**config.mk**
```make
export PLATFORM = sky130hd
export DESIGN_NAME = m68k_dtack_responder
export DESIGN_NICKNAME = d
export VERILOG_FILES = /design/src/rtl/m68k_dtack_responder.sv
export SDC_FILE = /design/constraint.sdc
export NUM_CORES = 1
export LEC_CHECK = 0
export CAP_MARGIN = 30
export CELL_PAD_IN_SITES_DETAIL_PLACEMENT = 2
export CELL_PAD_IN_SITES_GLOBAL_PLACEMENT = 2
export CORE_MARGIN = 3
export CORE_UTILIZATION = 36
export CTS_BUF_LIST = sky130_fd_sc_hd__clkbuf_4
export DETAILED_ROUTE_END_ITERATION = 7
export PLACE_DENSITY_LB_ADDON = 0.1
export SETUP_SLACK_MARGIN = 0.4
export SYNTH_ARGS = -nofsm -noshare
export SYNTH_HDL_FRONTEND = slang
export SYNTH_SLANG_ARGS = --single-unit
export TNS_END_PERCENT = 20
```
**constraint.sdc**
```tcl
create_clock -name SYSCLK -period 2.71 [get_ports SYSCLK]
set_input_delay 0.4065 -clock SYSCLK [delete_from_list [all_inputs] [get_ports SYSCLK]]
set_output_delay 0.4065 -clock SYSCLK [all_outputs]
set_load 0.01 [all_outputs]
```
**src/rtl/m68k_dtack_responder.sv**
```systemverilog
`timescale 1ns/1ps
// 68000 bus-target DTACK responder: synchronizes the raw bus strobes, issues one local
// request per bus cycle and drives DTACK on an MCCLK rising edge after optional wait states.
module m68k_dtack_responder #(
   parameter int unsigned WAIT_STATES = 0
) (
   input  logic       SYSCLK,
   input  logic       RESET,
   input  logic       MCCLK,
   input  logic       AS,
   input  logic       UDS,
   input  logic       LDS,
   input  logic       RW,
   input  logic       SELECT,
   output logic       REQ,
   output logic       REQ_WRITE,
   output logic [1:0] REQ_BE,
   input  logic       ACK,
   output logic       DATA_OE,
   output logic       DTACK_OUT,
   output logic       DTACK_OE
);

   typedef enum logic [2:0] {
      S_IDLE,
      S_WAIT_ACK,
      S_WAIT_CNT,
      S_WAIT_EDGE,
      S_ASSERT,
      S_RELEASE
   } state_t;

   localparam logic [3:0] WAIT_LAST = 4'(WAIT_STATES);

   logic [4:0] meta_q;
   logic [4:0] sync_q;
   logic       mc_hist_q;
   logic       mc_rise_q;
   logic       mc_fall_q;
   logic       mc_s;
   logic       as_s;
   logic       uds_s;
   logic       lds_s;
   logic       rw_s;
   logic       ds_any;

   // NOTE: the synchronizer and edge flops carry no reset; they only follow the pins, and a reset
   // value would fake an AS-high sample that re-arms a strobe held low across RESET.
   always_ff @(posedge SYSCLK) begin
      meta_q    <= {MCCLK, AS, UDS, LDS, RW};
      sync_q    <= meta_q;
      mc_hist_q <= mc_s;
      mc_rise_q <= mc_s & ~mc_hist_q;
      mc_fall_q <= ~mc_s & mc_hist_q;
   end

   assign {mc_s, as_s, uds_s, lds_s, rw_s} = sync_q;
   assign ds_any = ~uds_s | ~lds_s;

   state_t     state_q;
   state_t     state_d;
   logic [3:0] cnt_q;
   logic [3:0] cnt_d;
   logic       armed_q;
   logic       armed_d;
   logic       req_q;
   logic       req_d;
   logic       req_write_q;
   logic       req_write_d;
   logic [1:0] req_be_q;
   logic [1:0] req_be_d;

   always_ff @(posedge SYSCLK) begin
      if (RESET) begin
         state_q     <= S_IDLE;
         cnt_q       <= '0;
         armed_q     <= 1'b0;
         req_q       <= 1'b0;
         req_write_q <= 1'b0;
         req_be_q    <= 2'b00;
      end else begin
         state_q     <= state_d;
         cnt_q       <= cnt_d;
         armed_q     <= armed_d;
         req_q       <= req_d;
         req_write_q <= req_write_d;
         req_be_q    <= req_be_d;
      end
   end

   always_comb begin
      // NOTE: every next-state value and output gets a default first so no path infers a latch.
      state_d     = state_q;
      cnt_d       = cnt_q;
      armed_d     = armed_q | as_s;
      req_d       = 1'b0;
      req_write_d = req_write_q;
      req_be_d    = req_be_q;
      DATA_OE     = 1'b0;
      DTACK_OUT   = 1'b1;
      DTACK_OE    = 1'b0;

      unique case (state_q)
         S_IDLE: begin
            // A held-low AS must be seen high again before it may start another access.
            if (!as_s && ds_any && SELECT && armed_q) begin
               state_d     = S_WAIT_ACK;
               req_d       = 1'b1;
               req_write_d = ~rw_s;
               req_be_d    = {~uds_s, ~lds_s};
               armed_d     = 1'b0;
            end
         end
         S_WAIT_ACK: begin
            if (as_s) begin
               state_d = S_IDLE;
            end else if (ACK) begin
               state_d = S_WAIT_CNT;
               cnt_d   = '0;
               DATA_OE = ~req_write_q;
            end
         end
         S_WAIT_CNT: begin
            DATA_OE = ~req_write_q;
            if (as_s) begin
               state_d = S_IDLE;
            end else if (cnt_q == WAIT_LAST) begin
               state_d = S_WAIT_EDGE;
            end else if (mc_fall_q) begin
               cnt_d = cnt_q + 4'd1;
            end
         end
         S_WAIT_EDGE: begin
            DATA_OE = ~req_write_q;
            if (as_s) begin
               state_d = S_IDLE;
            end else if (mc_rise_q) begin
               state_d = S_ASSERT;
            end
         end
         S_ASSERT: begin
            DATA_OE   = ~req_write_q;
            DTACK_OE  = 1'b1;
            DTACK_OUT = 1'b0;
            if (as_s) begin
               state_d = S_RELEASE;
            end
         end
         S_RELEASE: begin
            // Drive DTACK high for one cycle before tristating so the pad does not float low.
            DTACK_OE = 1'b1;
            state_d  = S_IDLE;
         end
         default: begin
            state_d = S_IDLE;
         end
      endcase
   end

   assign REQ       = req_q;
   assign REQ_WRITE = req_write_q;
   assign REQ_BE    = req_be_q;

endmodule

```
# ---- Word-level counts from Yosys, hierarchy flattened
# Cells that the tools add are included.
dict set report totals {
  reg_bits 25
  input_bits 9
  out_inout_bits 7
  wordCells 74
}
dict set report classes {
  n_addsub 1
  n_eq_ne 15
  mux 23
  n_bitwise 11
  reduce_logical 13
}
# operator n
set ops {}
lappend ops {{two-way mux 3 bit} 8}
lappend ops {{two-way mux 4 bit} 5}
lappend ops {{one-hot mux 3 bit (5 select lines)} 1}
lappend ops {{!= test 2 bit (second input constant)} 7}
lappend ops {{!= test 3 bit (second input constant)} 3}
lappend ops {{one-hot mux 4 bit (2 select lines)} 1}
lappend ops {{two-way mux 1 bit} 7}
lappend ops {{NOT 1 bit} 7}
lappend ops {{== test 3 x 2 -> 1 bit (second input constant)} 2}
lappend ops {{== test 3 bit (second input constant)} 2}
lappend ops {{AND reduction 6 bit} 1}
lappend ops {{AND reduction 5 bit} 1}
lappend ops {{adder 4 x 1 -> 4 bit (second input constant)} 1}
lappend ops {{zero test 4 bit} 1}
lappend ops {{OR reduction 2 bit} 2}
lappend ops {{== test 3 x 1 -> 1 bit (second input constant)} 1}
lappend ops {{logical AND 1 bit} 3}
lappend ops {{zero test 3 bit} 1}
lappend ops {{OR reduction 3 bit} 1}
lappend ops {{AND 1 bit} 2}
lappend ops {{bitwise OR 1 bit} 2}
lappend ops {{one-hot mux 1 bit (2 select lines)} 1}
lappend ops {{AND reduction 2 bit} 1}
lappend ops {{nonzero test 2 bit} 1}
lappend ops {{zero test 1 bit} 1}

# ---- Longest topological paths before layout
# Gate-level depths: netlist (run 1).
dict set report logic_depth {
  depth_word 7
  ltp_mapped 6
  mapped_depth_nobuf 6
}

# ---- Worst setup path after synthesis (run 1)
# OpenSTA, ideal clock, no wires.
dict set report synth_timing {
  path_type {register to register}
  start {register cnt_q[0]}
  end {register state_q[0]}
  setup_ns 0.074
  t_arrival_ns 1.628
  required_ns 2.636
  slack_ns 1.007
  path_stages_with_launch 7
  path_buffers 0
  path_cell_list {dfxtp_1 -> inv_1 -> ha_1 -> or3b_4 -> o31a_1 -> or4_1 -> o21ai_0}
}
dict set report synth_via {
  elab_chain_cells 3
}
# item line_no
set synth_rtl {}
lappend synth_rtl {{start, declared} 62} ;# logic [3:0] cnt_q;
lappend synth_rtl {{start signal, assigned} 83} ;# cnt_q <= cnt_d;
lappend synth_rtl {{zero test 4 bit} 127} ;# end else if (cnt_q == WAIT_LAST) begin
lappend synth_rtl {{!= test 3 bit (no source line)} -}
lappend synth_rtl {{AND reduction 5 bit (no source line)} -}
lappend synth_rtl {{end signal, assigned} 82} ;# state_q <= state_d;
lappend synth_rtl {{end, declared} 60} ;# state_t state_q;
# No other way between the ends.
# A chain may end at the register's enable or synchronous reset.

# ---- Final worst setup path (run 1)
dict set report layout_timing {
  start {register state_q[2]}
  end {output port DTACK_OUT}
}
dict set report layout_via {
  elab_chain_cells 2
}
# item line_no
set layout_rtl {}
lappend layout_rtl {{== test 3 bit} 103} ;# unique case (state_q)
lappend layout_rtl {{two-way mux 1 bit} 103}
lappend layout_rtl {{end, declared} 20} ;# output logic DTACK_OUT,
# No other way between the ends.

==> flow_summary.toml, run 1 <==
[clock_tree]
clock_sinks = 25
cts_max_level = 1
clk_latency_ns = 0.33
cts_max_path_buffers = 2
cts_buffers = 3
cts_tree = "built"
clk_pin_slew_ns = 0.13
cts_root_buffer = "clkbuf_4"

[pwr]
combPwrFrac_pct = 6.1
ir_worst_vdd_mv = 0.383
clockPowerShare_pct = 29.3
leakagePower_nw = 0.424
internal_power_mw = 0.462
power_per_cell_area_mw_per_mm2 = 531
power_mw = 0.602
p_seq_share_pct = 64.6
swShare_pct = 23.3
power.net_switching_mw = 0.140

[yosys]
syn_area_um2 = 928
synth_edf_count = 0
synth_area_per_cell_um2 = 10.2
ys_ff_latch = 25
synth.most_common_cell = "dfxtp_1"
synthCells = 91
netlist_top_cells_area = "dfxtp_1 (54%), a21oi_1 (3.8%), nor2b_1 (3.4%)"
yosysTopAreaCellShare_pct = 53.9
yosys.area.top_type = "dfxtp_1"
yosys_warnings = 0
synth_ff_type = "dfxtp_1"
synth_fp_nets = 102
ys_types = 32
yosysSeqAreaShare_pct = 53.9
async_flop_share_pct = 0
synthTopCellsByCount = "dfxtp_1 (25), nor2_1 (8), a21oi_1 (7), nor2b_1 (5)"

[grt]
grt_pass1_wl_mm = 3.59
grt_max_degree = 17
antenna_found_initial = 0
first_global_vias = 762
grt.overflow.total = 0
grt_usage_pct = 14.7

[routing]
antenna_left = 0
routedWlPerCell_um = 16.0
drtIter0Drc = 21
wirelength_mm = 2.13
dr.pass1.iters = 4
avgViaCountPerCell = 5.39
vias = 717
drcViolationCount = 0

[min_path]
hold_start = "meta_q[3]"
min_path_cells = 0
hp-class = "flop to flop"

[timing]
tns_ns = 0
finalHoldViolations = 0
timing.final.crit_share_pct = 76.7
grt_setup_unrepaired = "no"
max_freq_ghz = 0.481
worst_slew_pin_slew_ns = 0.662
fin_crit_ns = 2.08
max_slew_margin_pct = 55.7
finalClockSkew_ns = 0.00401
slew_violations = 0
setup_viol = 0

[floorplan]
ioPinCount = 16
dieArea_mm2 = 0.00322
initial_core_util_pct = 40.0
core-area_mm2 = 0.00232
die_w_um = 56.8
die_h_um = 56.8
rows = 17

[worst_setup_path]
cp-start-kind = "flop"
cp.required_ns = 2.30
critPathMaxFanout = 9
critPathLaunch = "state_q[2]"
critical-path-max-stage-delay_ns = 0.53
cp-end-kind = "output pin"
rr_startpoint = "cnt_q[0]"
slowest_stage = "clkdlybuf4s50_1"
critPathKind = "flop to output pin"
cp_cell_sequence = "nor2b_2 > nand2b_1 > buf_4 > clkdlybuf4s50_1"
crit_arrival_ns = 1.67
r2r_cells = 6

[final_layout]
design_area_mm2 = 0.00113
area_delta_synth_final_pct = 22.1
drive_above_1_share_pct = 12.4
final_nets = 117
diodes = 0

[placed_design]
gp_congestion = 0.814
dp_hpwl_mm = 1.54
dpl_cell_area_mm2 = 0.00107
portBuffers = 15

[status]
status = "completed"

[flow_run]
max-cap-violations = 0
==> path summary, 6_finish.rpt <==
check	endpoint	slack, ns
min reg2reg	sync_q[3]	0.34
max	DTACK_OUT	0.63
min	sync_q[3]	0.34
max reg2reg	state_q[0]	0.79
==> final cells by class <==
type | count | area (µm²)
Timing Repair Buffer | 16 | 160
Fill cell | 256 | 1180
Multi-Input combinational cell | 58 | 389
Tap cell | 28 | 35.0
Sequential cell | 25 | 510
Inverter | 2 | 7.51
Clock inverter | 1 | 8.76
Clock buffer | 3 | 22.5
==> metal layers <==
metal	vias to the layer above	wire length, µm	GRT usage, %
met5	-	0	0
met4	0	37	6.62
met3	5	89	4.37
met2	15	1110	25.7
met1	353	893	16.1
li1	344	-	-
==> per-stage QoR <==
stage          utilization (%)  worst slack [ns]  cells  hold slack, ns
6_report                  48.9             0.632    133           0.339
3_5_place_dp              46.1             0.422    128           0.314
2_1_floorplan                -              1.01     91           0.310
4_1_cts                   48.5             0.425    133           0.348
3_3_place_gp              46.1             0.500    128           0.311
5_1_grt                   48.9             0.507    133           0.354
==> flip-flops by register name (all words and copies together) (netlist names) <==
signal	flops
meta_q	5
sync_q	5
cnt_q	4
state_q	3
REQ_BE	2
REQ	1
REQ_WRITE	1
armed_q	1
mc_fall_q	1
mc_hist_q	1
mc_rise_q	1
==> cell usage in the layout (no fill, tap or decap), types with 2 or more instances in the layout <==
master / instances
a211oi_1: 3
a21oi_1: 7
clkbuf_4: 3
clkdlybuf4s50_1: 14
dfxtp_1: 21
dfxtp_2: 2
dfxtp_4: 2
ha_1: 2
inv_1: 2
nand2_1: 3
nand2b_1: 3
nand3_1: 2
nand4_1: 2
nor2_1: 8
nor2b_1: 4
nor3_1: 2
nor3b_1: 2
o21ai_0: 2
xor2_1: 2
==> what timing repair did <==
item,4_1_cts,5_1_grt
endpoints found under the setup margin,1,1
hold buffers,0,0
resized for setup,5,5
setup buffers,1,0
==> power groups by stage <==
| stage | sequential (mW) | clock [mW] | combinational, mW |
|---|---|---|---|
| after floorplan | 0.395 | 0 | 0.0207 |
| after global routing | 0.392 | 0.206 | 0.0407 |
| after CTS | 0.390 | 0.188 | 0.0373 |
| after detailed placement | 0.398 | 0 | 0.0368 |
| after global placement | 0.398 | 0 | 0.0356 |
| final | 0.389 | 0.176 | 0.0370 |
==> logic make-up (layout without fill, tap and decap cells) <==
kind of cell	after synthesis	after routing	synth area share (%)
buf+inv	8	22	5.66
xor+xnor	3	3	2.83
fa+ha+maj	2	2	2.69
flops	25	25	53.9
simple gates	34	34	21.4
compound gates	19	19	13.5
==> worst max-delay path, delay by kind of cell, from the launching register on <==
kind	cells	cell delay (ns)
buffers and inverters	2	0.67
flip-flops	1	0.40
AND/OR/NAND/NOR	2	0.27
Power figures use the tool's default switching activity.
==> inputs of run 2 (changes only) <==
CORE_UTILIZATION = 33   (was 36)
clock period = 2.1 ns   (was 2.71 ns; I/O delays follow)
==> run 2 against run 1 <==
Against the previous run: setup slack lost 0.37 ns; critical path type is now flop to flop; sequential share of layout area down 1.4 points; final area rose by 3.4%; critical path depth rose by 2; global-route usage fell by 0.73 points; clock power rose by 27%; largest power group unchanged.
==> flow_summary.toml, run 2 (same netlist as run 1, synthesis figures left out) <==
[timing]
finalClockSkew_ns = 0.00118
slew_violations = 0
whs_ns = 0.340
max_slew_margin_pct = 62.5
max_freq_ghz = 0.545
grt_setup_unrepaired = "yes"
worst_slew_pin_slew_ns = 0.561
finalHoldViolations = 0
worst_slack_ns = 0.265
timing.final.crit_share_pct = 87.4
setup_viol = 0
fin_crit_ns = 1.84

[routing]
drtIter0Drc = 24
routedWlPerCell_um = 14.7
dr.pass1.iters = 3
drcViolationCount = 0
wirelength_mm = 2.08
antenna_left = 0
vias = 726
avgViaCountPerCell = 5.15

[final_layout]
layout_commonest_cell = "dfxtp_1"
area_delta_synth_final_pct = 26.3
design_area_mm2 = 0.00117
final_nets = 123
diodes = 0
final_util_pct = 45.7
layout_common_cells = "dfxtp_1 (20), clkdlybuf4s50_1 (13), nor2_1 (8)"
drive_above_1_share_pct = 19.8
reg.largest.list = "meta_q x5, sync_q x5, cnt_q x4"
fillCellCount = 287

[worst_setup_path]
critPathMaxFanout = 5
path_depth = 6
crit_family = "simple AND/OR/NAND/NOR gates"
crit_buf_inv = 1
cp-start-kind = "flop"
slowest_stage = "or4_1"
critPathKind = "flop to flop"
r2r_cells = 6
cp_cell_sequence = "inv_2 > ha_2 > or3b_4 > o31a_1 > or4_1 > o21ai_1"
critical-path-max-stage-delay_ns = 0.47
cp.required_ns = 2.35
crit_arrival_ns = 2.09
cp-end-kind = "flop"

[floorplan]
dieArea_mm2 = 0.00349
die_h_um = 59.0
initial_core_util_pct = 36.2
rows = 18
die_w_um = 59.0
ioPinCount = 16
core-area_mm2 = 0.00257

[pwr]
power_per_cell_area_mw_per_mm2 = 660
leakagePower_nw = 0.441
ir_worst_vdd_mv = 0.420

[clock_tree]
cts_root_buffer = "clkbuf_4"
clk_latency_ns = 0.31
cts_max_level = 1
clk_pin_slew_ns = 0.13
cts_max_path_buffers = 2
cts_buffers = 3
cts_tree = "built"
clock_sinks = 25

[grt]
grt.overflow.total = 0
grt_pass1_wl_mm = 3.67
grt_max_degree = 14
first_global_vias = 800
grt_usage_pct = 13.9
antenna_found_initial = 0

[placed_design]
dp_slack_ns = -0.000109
portBuffers = 15
gp_congestion = 0.735
dpl_cell_area_mm2 = 0.00109
dp_hpwl_mm = 1.53

[min_path]
hp-class = "flop to flop"
min_path_cells = 0

[flow_run]
max-cap-violations = 0

[status]
status = "completed"
==> run 2: cell type report <==
| cell class | count | area (µm²) | share of cell area [%] |
|---|---|---|---|
| repair buffers | 22 | 200 | 17.1 |
| inverters | 2 | 7.51 | 0.640 |
| well taps | 30 | 37.5 | 3.20 |
| clock buffers | 4 | 30.0 | 2.56 |
| flip-flops and latches | 25 | 512 | 43.7 |
| multi-input cells | 58 | 385 | 32.9 |
==> run 2: report_power, final <==
group          leakage (nW)  switching [mW]  total [mW]  internal (mW)
Clock                0.0184           0.136       0.223         0.0870
Sequential            0.209          0.0103       0.500          0.490
Combinational         0.214          0.0207      0.0506         0.0299
Total                 0.441           0.167       0.773          0.607
==> run 2: metal layers <==
layer	track usage, %	vias up	part of all wire [%]
li1	-	358	-
met5	0	-	0
met3	2.18	2	3.9
met4	5.83	0	1.1
met1	17.2	356	44
met2	24.0	10	50
==> run 2: through the flow <==
step / power [mW] / setup TNS (ns) / std cells
6_report: 0.773 / 0 / 141
4_1_cts: 0.788 / 0 / 137
2_1_floorplan: 0.536 / 0 / 91
3_5_place_dp: 0.564 / -0.000109 / 133
3_3_place_gp: 0.562 / 0 / 133
5_1_grt: 0.821 / 0 / 141
==> run 2: worst paths after layout <==
check                           startpoint         end  slack (ns)
worst max-delay path              cnt_q[0]  state_q[0]        0.26
worst min-delay path             meta_q[3]   sync_q[3]        0.34
worst max register to register    cnt_q[0]  state_q[0]        0.26
worst min register to register   meta_q[3]   sync_q[3]        0.34
==> run 2: worst reg2reg max path, stage by stage (launching register included) <==
cell	delay, ns
dfxtp_2	0.36
inv_2	0.06
ha_2	0.16
or3b_4	0.41
o31a_1	0.25
or4_1	0.47
o21ai_1	0.08
==> run 2: repair_timing <==
action / 4_1_cts / 5_1_grt
resized for setup: 7 / 6
setup buffers: 0 / 4
hold buffers: 0 / 0
endpoints found under the hold margin: 0 / 0
endpoints found under the setup margin: 4 / 7
==> inputs of run 3 (changes only) <==
CAP_MARGIN = not set   (was 30)
CELL_PAD_IN_SITES_DETAIL_PLACEMENT = 0   (was 2)
CELL_PAD_IN_SITES_GLOBAL_PLACEMENT = 1   (was 2)
CORE_UTILIZATION = 41   (was 33)
==> run 3 against run 2 <==
Against the previous run: die area is 18% lower; sequential power is essentially flat; combinational power is 3% lower; sequential share of layout area up 0.69 points; hold slack improved by 0.0031 ns; clock-buffer cell count stayed put; non-clock buffer count shrank 2; flip-flop and latch count stayed put; wire length fell by 19%; largest power group unchanged.
==> flow_summary.toml, run 3 (same netlist as run 1, synthesis figures left out) <==
[worst_setup_path]
critPathKind = "flop to flop"
critical-path-max-stage-delay_ns = 0.46
r2r_cells = 6
cp_cell_sequence = "inv_2 > ha_1 > or3b_4 > o31a_1 > or4_1 > o21ai_1"
reg2reg_slack_ns = 0.32
rr_startpoint = "cnt_q[0]"
cp.required_ns = 2.35
critPathMaxFanout = 5
cp-start-kind = "flop"
cp-end-kind = "flop"
slowest_stage = "or4_1"
crit_arrival_ns = 2.04
worstReg2RegEnd = "state_q[0]"

[pwr]
power_per_cell_area_mw_per_mm2 = 669
leakagePower_nw = 0.433
ir_worst_vdd_mv = 0.544

[timing]
max_freq_ghz = 0.561
fin_crit_ns = 1.78
tns_ns = 0
grt_setup_unrepaired = "yes"
finalClockSkew_ns = 0.00216
slew_violations = 0
max_slew_margin_pct = 57.7
finalHoldViolations = 0
timing.final.crit_share_pct = 84.9
worst_slew_pin_slew_ns = 0.632
whs_ns = 0.343
setup_viol = 0

[routing]
avgViaCountPerCell = 5.12
drcViolationCount = 0
top_layer_used = "met4"
wl_met2_um = 806
antenna_left = 0
dr.pass1.iters = 4
wirelength_mm = 1.68
vias = 696
routedWlPerCell_um = 12.4
wl_met1_um = 777
wl_met3_um = 58
drtIter0Drc = 6

[clock_tree]
cts_root_buffer = "clkbuf_4"
cts_buffers = 3
cts_max_path_buffers = 2
clock_sinks = 25
cts_max_level = 1
clk_latency_ns = 0.31
cts_tree = "built"
cts_hold_buf = 0
clk_pin_slew_ns = 0.12

[final_layout]
diodes = 0
drive_above_1_share_pct = 17.4
seqCellArea_um2 = 509
layout_common_cells = "dfxtp_1 (20), clkdlybuf4s50_1 (13), nor2_1 (8)"
final_nets = 121
area_delta_synth_final_pct = 23.7
multiInputGateArea_um2 = 383
reg.largest.list = "meta_q x5, sync_q x5, cnt_q x4"
layout_commonest_cell = "dfxtp_1"
fillCellCount = 195

[min_path]
whs_endpoint = "sync_q[2]"
hp-class = "flop to flop"
min_path_cells = 0
hold_start = "meta_q[2]"

[floorplan]
dieArea_mm2 = 0.00287
core-area_mm2 = 0.00204
rows = 16
ioPinCount = 16
die_h_um = 53.6
initial_core_util_pct = 45.5
die_w_um = 53.6

[placed_design]
dp_hpwl_mm = 1.16
portBuffers = 15
gp_congestion = 0.803

[grt]
grt_usage_pct = 14.2
grt.overflow.total = 0
grt_max_degree = 14
first_global_vias = 670
antenna_found_initial = 0
grt_pass1_wl_mm = 2.88

[flow_run]
max-cap-violations = 0

[status]
status = "completed"
-- run 3: worst max-delay path, delay by kind of cell (launching register included) --
kind / cells / cell delay (ns)
and+or+nand+nor: 2 / 0.86
DFF: 1 / 0.35
AOI/OAI and AO/OA: 2 / 0.33
adders and majority gates: 1 / 0.13
buffers and inverters: 1 / 0.06
-- run 3: worst max path at each step --
stage / from / end / slack, ns
global placement: ACK / DATA_OE / 0.08
CTS: state_q[2] / DATA_OE / 0.28
detailed placement: ACK / DATA_OE / 0.06
finish: cnt_q[0] / state_q[0] / 0.32
global route: state_q[2] / DATA_OE / 0.23
floorplan: cnt_q[0] / state_q[0] / 0.41
-- run 3: layer usage --
metal / GRT usage [%] / up-vias
li1: - / 353
met1: 17.5 / 327
met2: 22.0 / 11
met3: 3.32 / 5
met4: 8.94 / 0
met5: 0 / -
-- run 3: cell type report --
type | instances | share of cell area (%)
clock buffer | 4 | 2.61
multi-input combinational | 58 | 33.3
timing repair buffer | 20 | 16.1
tap | 27 | 2.94
inverter | 2 | 0.654
sequential | 25 | 44.3
-- run 3: what timing repair did --
item                                    in CTS  in global routing
gates resized for setup                      6                  5
buffers inserted                             0                  2
endpoints found under the setup margin       5                  6
cloned                                       0                  0
-- run 3: stage by stage --
stage / utilization, % / worst slack (ns) / instance area [µm²] / power, mW / instances
CTS: 55.2 / 0.279 / 1130 / 0.777 / 134
finish: 56.3 / 0.317 / 1150 / 0.769 / 136
global placement: 53.4 / 0.0840 / 1090 / 0.561 / 130
global route: 56.3 / 0.225 / 1150 / 0.812 / 136
floorplan: - / 0.415 / 928 / 0.536 / 91
detailed placement: 53.4 / 0.0582 / 1090 / 0.562 / 130
-- run 3: report_power, final --
group	leakage [nW]	total, mW	switching [mW]	internal, mW
registers	0.209	0.501	0.0104	0.491
logic	0.205	0.0493	0.0195	0.0298
clock network	0.0184	0.218	0.131	0.0872
total	0.433	0.769	0.161	0.608
